### config.mk
export PLATFORM = sky130hd
export DESIGN_NAME = image_writer_flat
export DESIGN_NICKNAME = d
export VERILOG_FILES = /design/src/rtl/image_pkg.sv /design/src/rtl/image_writer_if.sv /design/src/rtl/pixel_coord_counter.sv /design/src/rtl/image_writer.sv /design/src/flat_wrapper.sv
export SDC_FILE = /design/constraint.sdc
export NUM_CORES = 1
export LEC_CHECK = 0
export BUFFER_PORTS_ARGS = -buffer_cell sky130_fd_sc_hd__buf_2
export CAP_MARGIN = 15
export CORE_MARGIN = 4
export CORE_UTILIZATION = 40
export CTS_CLUSTER_SIZE = 10
export DETAILED_ROUTE_END_ITERATION = 8
export PLACE_DENSITY = 0.74
export SYNTH_ARGS = -nofsm -noshare
export SYNTH_HDL_FRONTEND = slang
export SYNTH_SLANG_ARGS = --single-unit
export TNS_END_PERCENT = 20
### constraint.sdc
create_clock -name clk -period 2.8 [get_ports clk]
set_clock_uncertainty 0.1 [all_clocks]
set_input_delay 0.14 -clock clk [delete_from_list [all_inputs] [get_ports clk]]
set_output_delay 0.14 -clock clk [all_outputs]
set_load 0.02 [all_outputs]
### src/rtl/image_pkg.sv
// Shared types and constants for the image writer: FSM state, coordinate type, frame size.
package image_pkg;

   localparam int unsigned COORD_W_DEF  = 4;
   localparam int unsigned FRAME_PIXELS = 256;

   typedef logic [COORD_W_DEF-1:0] coord_t;

   typedef enum logic [1:0] {
      StIdle,
      StLoad,
      StDone
   } state_e;

endpackage

### src/rtl/image_writer_if.sv
// Upstream pixel stream plus frame-memory write port of the image writer.
// Optional checksum signal present when IMAGE_WRITER_CHKSUM_EN is defined.
interface image_writer_if #(
   parameter int unsigned DATA_W  = 16,
   parameter int unsigned COORD_W = 4
);
   logic               start;
   logic               clear;
   logic               in_valid;
   logic [DATA_W-1:0]  in_data;
   logic               in_ready;
   logic               wr_en;
   logic [COORD_W-1:0] wr_x;
   logic [COORD_W-1:0] wr_y;
   logic [DATA_W-1:0]  wr_data;
   logic               busy;
   logic               frame_done;
`ifdef IMAGE_WRITER_CHKSUM_EN
   logic [DATA_W-1:0]  checksum;

   modport master (
      output start, clear, in_valid, in_data,
      input  in_ready, wr_en, wr_x, wr_y, wr_data, busy, frame_done, checksum
   );

   modport slave (
      input  start, clear, in_valid, in_data,
      output in_ready, wr_en, wr_x, wr_y, wr_data, busy, frame_done, checksum
   );
`else
   modport master (
      output start, clear, in_valid, in_data,
      input  in_ready, wr_en, wr_x, wr_y, wr_data, busy, frame_done
   );

   modport slave (
      input  start, clear, in_valid, in_data,
      output in_ready, wr_en, wr_x, wr_y, wr_data, busy, frame_done
   );
`endif

endinterface

### src/rtl/pixel_coord_counter.sv
// Row-major x/y pixel counter with enable, synchronous clear and last-pixel flag.
module pixel_coord_counter #(
   parameter int unsigned COORD_W = 4
) (
   input  logic               clk,
   input  logic               rst,
   input  logic               en,
   input  logic               clr,
   output logic [COORD_W-1:0] x,
   output logic [COORD_W-1:0] y,
   output logic               last
);

   logic [COORD_W-1:0] x_q, y_q;

   always_ff @(posedge clk or posedge rst) begin
      if (rst) begin
         x_q <= '0;
         y_q <= '0;
      end else if (clr) begin
         x_q <= '0;
         y_q <= '0;
      end else if (en) begin
         x_q <= x_q + COORD_W'(1);
         // Both wrap together after the last pixel, so the next frame starts at (0,0).
         if (x_q == '1) begin
            y_q <= y_q + COORD_W'(1);
         end
      end
   end

   assign x    = x_q;
   assign y    = y_q;
   assign last = (x_q == '1) && (y_q == '1);

endmodule

### src/rtl/image_writer.sv
// Loads one frame of pixels from a valid/ready stream into frame memory in row-major order.
// Define IMAGE_WRITER_CHKSUM_EN to add a running XOR checksum of accepted pixels.
module image_writer
   import image_pkg::*;
#(
   parameter int unsigned DATA_W  = 16,
   parameter int unsigned COORD_W = 4
) (
   input logic          clk,
   input logic          rst,
   image_writer_if.slave bus
);

   state_e             state_q, state_d;
   logic               accept;
   logic               last;
   logic [COORD_W-1:0] cur_x, cur_y;

   logic               wr_en_q;
   logic [COORD_W-1:0] wr_x_q, wr_y_q;
   logic [DATA_W-1:0]  wr_data_q;

   // A beat coinciding with clear is dropped.
   assign accept = (state_q == StLoad) && bus.in_valid && !bus.clear;

   always_comb begin
      state_d = state_q;
      case (state_q)
         StIdle:  if (bus.start) state_d = StLoad;
         StLoad:  if (accept && last) state_d = StDone;
         StDone:  state_d = StIdle;
         default: state_d = StIdle;
      endcase
      if (bus.clear) state_d = StIdle;
   end

   always_ff @(posedge clk or posedge rst) begin
      if (rst) begin
         state_q <= StIdle;
      end else begin
         state_q <= state_d;
      end
   end

   pixel_coord_counter #(
      .COORD_W (COORD_W)
   ) u_coord (
      .clk  (clk),
      .rst  (rst),
      .en   (accept),
      .clr  (bus.clear),
      .x    (cur_x),
      .y    (cur_y),
      .last (last)
   );

   always_ff @(posedge clk or posedge rst) begin
      if (rst) begin
         wr_en_q   <= 1'b0;
         wr_x_q    <= '0;
         wr_y_q    <= '0;
         wr_data_q <= '0;
      end else begin
         wr_en_q <= accept;
         if (accept) begin
            wr_x_q    <= cur_x;
            wr_y_q    <= cur_y;
            wr_data_q <= bus.in_data;
         end
      end
   end

   assign bus.in_ready   = (state_q == StLoad);
   assign bus.busy       = (state_q != StIdle);
   // DONE lasts exactly one cycle, which is the cycle of the final write.
   assign bus.frame_done = (state_q == StDone);
   assign bus.wr_en      = wr_en_q;
   assign bus.wr_x       = wr_x_q;
   assign bus.wr_y       = wr_y_q;
   assign bus.wr_data    = wr_data_q;

`ifdef IMAGE_WRITER_CHKSUM_EN
   logic [DATA_W-1:0] chk_q;

   always_ff @(posedge clk or posedge rst) begin
      if (rst) begin
         chk_q <= '0;
      end else if (bus.clear) begin
         chk_q <= '0;
      end else if ((state_q == StIdle) && bus.start) begin
         chk_q <= '0;
      end else if (accept) begin
         chk_q <= chk_q ^ bus.in_data;
      end
   end

   assign bus.checksum = chk_q;
`endif

endmodule

### src/flat_wrapper.sv
// flat-port wrapper written by rule: the top's interface ports become plain ports
module image_writer_flat import image_pkg::*;
#(
   parameter int unsigned DATA_W  = 16,
   parameter int unsigned COORD_W = 4
)
  (clk, rst, bus_start, bus_clear, bus_in_valid, bus_in_data, bus_in_ready, bus_wr_en, bus_wr_x, bus_wr_y, bus_wr_data, bus_busy, bus_frame_done);
  image_writer_if #(.DATA_W(DATA_W), .COORD_W(COORD_W)) bus_i ();
  input logic clk;
  input logic rst;
  input wire logic [$bits(bus_i.start)-1:0] bus_start;
  input wire logic [$bits(bus_i.clear)-1:0] bus_clear;
  input wire logic [$bits(bus_i.in_valid)-1:0] bus_in_valid;
  input wire logic [$bits(bus_i.in_data)-1:0] bus_in_data;
  output wire logic [$bits(bus_i.in_ready)-1:0] bus_in_ready;
  output wire logic [$bits(bus_i.wr_en)-1:0] bus_wr_en;
  output wire logic [$bits(bus_i.wr_x)-1:0] bus_wr_x;
  output wire logic [$bits(bus_i.wr_y)-1:0] bus_wr_y;
  output wire logic [$bits(bus_i.wr_data)-1:0] bus_wr_data;
  output wire logic [$bits(bus_i.busy)-1:0] bus_busy;
  output wire logic [$bits(bus_i.frame_done)-1:0] bus_frame_done;
  assign bus_i.start = bus_start;
  assign bus_i.clear = bus_clear;
  assign bus_i.in_valid = bus_in_valid;
  assign bus_i.in_data = bus_in_data;
  assign bus_in_ready = bus_i.in_ready;
  assign bus_wr_en = bus_i.wr_en;
  assign bus_wr_x = bus_i.wr_x;
  assign bus_wr_y = bus_i.wr_y;
  assign bus_wr_data = bus_i.wr_data;
  assign bus_busy = bus_i.busy;
  assign bus_frame_done = bus_i.frame_done;
  image_writer #(.DATA_W(DATA_W), .COORD_W(COORD_W)) u_core (.clk(clk), .rst(rst), .bus(bus_i));
endmodule
=== Word-level counts from Yosys, hierarchy flattened ===
Cells that the tools add are included.

* Mux-type cells: 9
* Reductions and logical operators: 11
* $add $sub $neg: 2
* Equality and inequality tests: 6

{| class="wikitable"
|+ Operator list
! cell !! number
|-
| 4-bit 2-to-1 mux || 5
|-
| 4-bit by 1-bit adder with 4-bit output (second input constant) || 2
|-
| 4-bit == test (second input constant) || 2
|-
| 2-bit 2-to-1 mux || 3
|-
| 2-bit nonzero test || 3
|-
| 1-bit logical AND || 4
|-
| 2-bit case mux with 2 select lines || 1
|-
| 2-bit AND reduction || 2
|-
| 3-bit by 2-bit != test with 1-bit output (second input constant) || 1
|-
| 3-bit != test (second input constant) || 1
|-
| 2-bit by 1-bit == test with 1-bit output (second input constant) || 1
|-
| 2-bit == test (second input constant) || 1
|-
| 2-bit zero test || 1
|-
| 1-bit zero test || 1
|}

* Register bits after elaboration: 35
* Logic and storage cells: 35
* Input bits: 21
* Output and inout bits: 28

=== Depth between registers and ports, before layout ===
* Depth after elaboration: 7
* Depth in mapped cells: 5
* Depth with buffers taken out: 4

=== Cells and area by module ===
A second synthesis with hierarchy kept.

* Cells, all modules: 101
* Area, all modules: 1520.2 µm²

{| class="wikitable"
|+ By module, submodules not included
! module !! area an instance (µm²) !! cells each !! seq. area each (µm²) !! instances
|-
| image_writer || 1123.6 || 63 || 675.6 || 1
|-
| pixel_coord_counter || 396.6 || 38 || 200.2 || 1
|}

=== Least setup slack after synthesis ===
Ideal clock, no wire load.

* Path type: register to register
* From: reg u_core.state_q[0]
* To: reg u_core.wr_data_q[0] (netlist: u_core.bus.wr_data[0])
* Stages on the path, launching flop included: 6
* Path buffers: 2
* Library setup time: 0.125 ns
* Data arrival time: 1.407 ns
* Path slack: 1.167 ns
* Cells stage by stage: dfrtp_1 -> nor2b_4 -> and3b_1 -> buf_6 -> buf_12 -> mux2_4

* Longest elaborated chain between the ends: 3

{| class="wikitable"
|+ RTL lines
! element !! RTL line !! RTL
|-
| from (decl) || image_writer.sv:14 || <nowiki>state_e state_q, state_d;</nowiki>
|-
| from (signal assigned) || image_writer.sv:39 || <nowiki>state_q <= StIdle;</nowiki>
|-
| from (signal assigned) || image_writer.sv:41 || <nowiki>state_q <= state_d;</nowiki>
|-
| 2-bit by 1-bit == test with 1-bit output || n/a ||
|-
| named net bus_in_ready || flat_wrapper.sv:15 || <nowiki>output wire logic [$bits(bus_i.in_ready)-1:0] bus_in_ready;</nowiki>
|-
| 1-bit logical AND (2 in a row) || image_writer.sv:24 || <nowiki>assign accept = (state_q == StLoad) && bus.in_valid && !bus.clear;</nowiki>
|-
| to (signal assigned) || image_writer.sv:68 || <nowiki>wr_data_q <= bus.in_data;</nowiki>
|-
| to (decl) || image_writer.sv:21 || <nowiki>logic [DATA_W-1:0] wr_data_q;</nowiki>
|}

The timed path passes the listed nets, and every way through them passes these cells.
A chain may end at the register's enable or synchronous reset.

=== Final worst setup path ===
* From: reg u_core.state_q[0]
* To: reg u_core.wr_data_q[10] (netlist: u_core.bus.wr_data[10])

* Longest elaborated chain between the ends: 3

{| class="wikitable"
|+ RTL lines
! element !! RTL line
|-
| 2-bit by 1-bit == test with 1-bit output || image_writer.sv:24
|-
| 1-bit logical AND (2 in a row) || image_writer.sv:24
|}

Every way passes these cells.

==> flow_metrics.env <==
export IMPL_core_um2=3720
export IMPL_synthMuxAreaShare=0.226
export IMPL_setup_worst_path_end="u_core.bus.wr_data[10]"
export IMPL_area_growth_syn_to_layout_pct=36.1
export IMPL_ios=49
export IMPL_power_density_nw_per_um2=635
export IMPL_synth_ff_type="dfrtp_1"
export IMPL_clkSinkCount=35
export IMPL_period_minus_slack_ns=1.99
export IMPL_place_congestion=0.836
export IMPL_swShare=0.260
export IMPL_fp_dieArea_um2=4950
export IMPL_ys_top_cells_by_area="dfrtp_1 (56%), mux2_4 (18%), mux2_2 (3.6%)"
export IMPL_maxSlewHeadroom=0.621
export IMPL_synth_most_common_cell="dfrtp_1"
export IMPL_multi_input_area_um2=612
export IMPL_die_height_um=70.3
export IMPL_power_internal_uw=994
export IMPL_synth_top_cell_by_area="dfrtp_1"
export IMPL_rsz0062_at_grt="false"
export IMPL_htree_num_levels=2
export IMPL_netlist_instances=104
export IMPL_cts_tree="done"
export IMPL_via_count=1063
export IMPL_synth_async_reset_ratio=1.00
export IMPL_avgViaCountPerCell=4.77
export IMPL_wl_um=3290
export IMPL_fillerInstances=291
export IMPL_cp_end_kind="flop"
export IMPL_timing_final_crit_share=0.712
export IMPL_grt_pass1_vias=1175
export IMPL_rows=22
export IMPL_p_seq_frac=0.444
export IMPL_dr_pass1_iters=4
export IMPL_ys_seq_area_frac=0.564
export IMPL_synth_top_family_by_area="multiplexers"
export IMPL_crit_chain="nor2b_4 > and3b_1 > buf_12 > mux2_4"
export IMPL_r2r_end="u_core.bus.wr_data[10]"
export IMPL_totalNegativeSetupSlack_ns=0
export IMPL_crit_slowest_cell="and3b_1"
export IMPL_yosys_warnings=0
export IMPL_timing_max_cap_violations=0
export IMPL_dp_slack_ns=0.808
export IMPL_synth_cell_type_count=27
export IMPL_numPortBuffers=48
export IMPL_avgSynthCellArea_um2=14.9
export IMPL_final_nets=197
export IMPL_start_util=0.418
export IMPL_grt_max_degree=36
export IMPL_yosys_area_share_simple=0.0990
export IMPL_netlist_area_um2=1550
export IMPL_grt_total_usage=0.147
export IMPL_cts_resized_gates=0
export IMPL_worst_slew_pin_slew_ns=0.568
export IMPL_critical_path_max_fanout=16
export IMPL_yosys_area_top_type_share=0.564
export IMPL_status="finished, final reports clean"
export IMPL_clockRootBuffer="clkbuf_8"
export IMPL_die_w_um=70.3
export IMPL_synthesis_nets=127
export IMPL_antenna_found_initial=0
export IMPL_regArea_um2=876
export IMPL_grt_pass1_wl_um=5650
export IMPL_min_path_type="in2reg"
export IMPL_slew_viol_final=0
export IMPL_dp_hpwl_um=2180
export IMPL_wl_per_cell_um=14.7
export IMPL_startpoint_type="flop"
export IMPL_netlist_top_cells_count="dfrtp_1 (35), mux2_4 (19), a21oi_1 (5), mux2_2 (5), nor2_1 (5)"
export IMPL_cp_num_buf_inv=1
export IMPL_switchingPower_uw=349
export IMPL_final_layout_size_suffix_gt1_frac=0.514
export IMPL_slowest_delay_ns=0.54
export IMPL_vdd_drop_max_v=0.000364
export IMPL_cts_made_buffers=5
export IMPL_drcViolationCount=0
export IMPL_synth_xor_area_share=0.0113
export IMPL_fmaxAchievable_mhz=502
export IMPL_clock_path_buffers=2
export IMPL_clkPwrFrac=0.341
export IMPL_drtIter0Drc=27
export IMPL_r2r_setup_slack_ns=0.81
export IMPL_rr_startpoint="u_core.state_q[0]"
export IMPL_n_antenna_cell=0
export IMPL_worst_path_dominant_cell_family="simple AND/OR/NAND/NOR gates"
export IMPL_startpoint="u_core.state_q[0]"
export IMPL_setup_viol=0
export IMPL_p_leak_nw=1.06
export IMPL_post_cts_setup_buffers=0
export IMPL_synth_adder_area_share=0.0161
export IMPL_grt_ovfl_total=0
export IMPL_synth_compound_area_frac=0.0411
export IMPL_cts_hold_buf=17
export IMPL_ant_nets=0
export IMPL_path_depth=4
export IMPL_required_ns=2.87
export IMPL_ys_ff_latch=35
export IMPL_critical_path_class="reg2reg"
export IMPL_clk_pin_slew_ns=0.07
export IMPL_setup_ws_ns=0.806
export IMPL_synth_edf_count=0
export IMPL_hold_violations=0
export IMPL_holdPathStages=2
export IMPL_cp_arrival_ns=2.06
export IMPL_r2r_cells=4
export IMPL_clock_latency_ns=0.28
export IMPL_p_comb_frac=0.214
==> power groups by stage <==
| stage | clock (mW) | combinational [mW] | sequential, mW |
|---|---|---|---|
| after CTS | 0.473 | 0.290 | 0.597 |
| after floorplan | 0 | 0.109 | 0.675 |
| after global placement | 0 | 0.263 | 0.603 |
| final | 0.458 | 0.288 | 0.597 |
| after global routing | 0.498 | 0.307 | 0.604 |
| after detailed placement | 0 | 0.270 | 0.606 |
==> kinds of logic (layout without fill, tap and decap cells) <==
family | Yosys count | count (layout)
simple gates | 22 | 22
xor+xnor | 2 | 2
buf+inv | 7 | 78
mux | 25 | 25
flops | 35 | 35
fa+ha+maj | 2 | 2
compound gates | 11 | 11
==> sequential cells by signal, summed over array words and instances, names as in the netlist <==
name / cells
u_core.bus.wr_x: 4
u_core.bus.wr_en: 1
u_core.bus.wr_y: 4
u_core.u_coord.x: 4
u_core.u_coord.y: 4
u_core.state_q: 2
u_core.bus.wr_data: 16
==> final cells by class <==
cell class,instances,share of cell area
clock buffer,6,0.0391
clock inverter,2,0.0166
inverter,3,0.00533
multi-input combinational,62,0.289
sequential,35,0.414
tap,48,0.0284
timing repair buffer,67,0.207
==> per-stage QoR <==
step	utilization	std cells	hold WS, ns	total power [mW]	cell area (um2)
6_report	0.569	223	0.0477	1.34	2110
5_1_grt	0.569	223	0.0541	1.41	2110
4_1_cts	0.569	223	0.0340	1.36	2110
3_5_place_dp	0.492	198	0.166	0.876	1830
3_3_place_gp	0.492	198	0.146	0.866	1830
2_1_floorplan	-	104	0.188	0.784	1550
==> worst min-delay path by stage <==
stage / slack (ns) / end / startpoint
2_1_floorplan: 0.19 / u_core.bus.wr_data[0] / rst
3_3_place_gp: 0.15 / u_core.bus.wr_data[6] / rst
3_5_place_dp: 0.17 / u_core.bus.wr_data[5] / rst
4_1_cts: 0.03 / u_core.u_coord.x[3] / bus_clear
5_1_grt: 0.05 / u_core.u_coord.x[3] / bus_clear
6_report: 0.05 / u_core.u_coord.x[3] / bus_clear
==> cell usage in the layout (no fill, tap or decap), types with 2 or more instances in the layout <==
master,instances
nand3_1,3
and3b_1,2
or4_1,2
nor2_1,5
o31ai_1,2
or3_2,3
o21ai_0,3
mux2_4,19
dlygate4sd3_1,17
clkbuf_8,6
inv_1,3
buf_2,48
a21oi_1,5
dfrtp_1,35
mux2_2,5
ha_1,2
==> worst register-to-register path: stages (launching register included) <==
cell and delay [ns]:
dfrtp_1 0.46, nor2b_4 0.21, and3b_1 0.54, buf_12 0.25, mux2_4 0.32
==> metal layers <==
layer  global-route usage  wire [um]
met4               0.0638         52
met3               0.0590        269
met2                0.245       1620
met5                    0          0
met1                0.165       1350
Note: power is estimated with default switching activity, not from simulation.
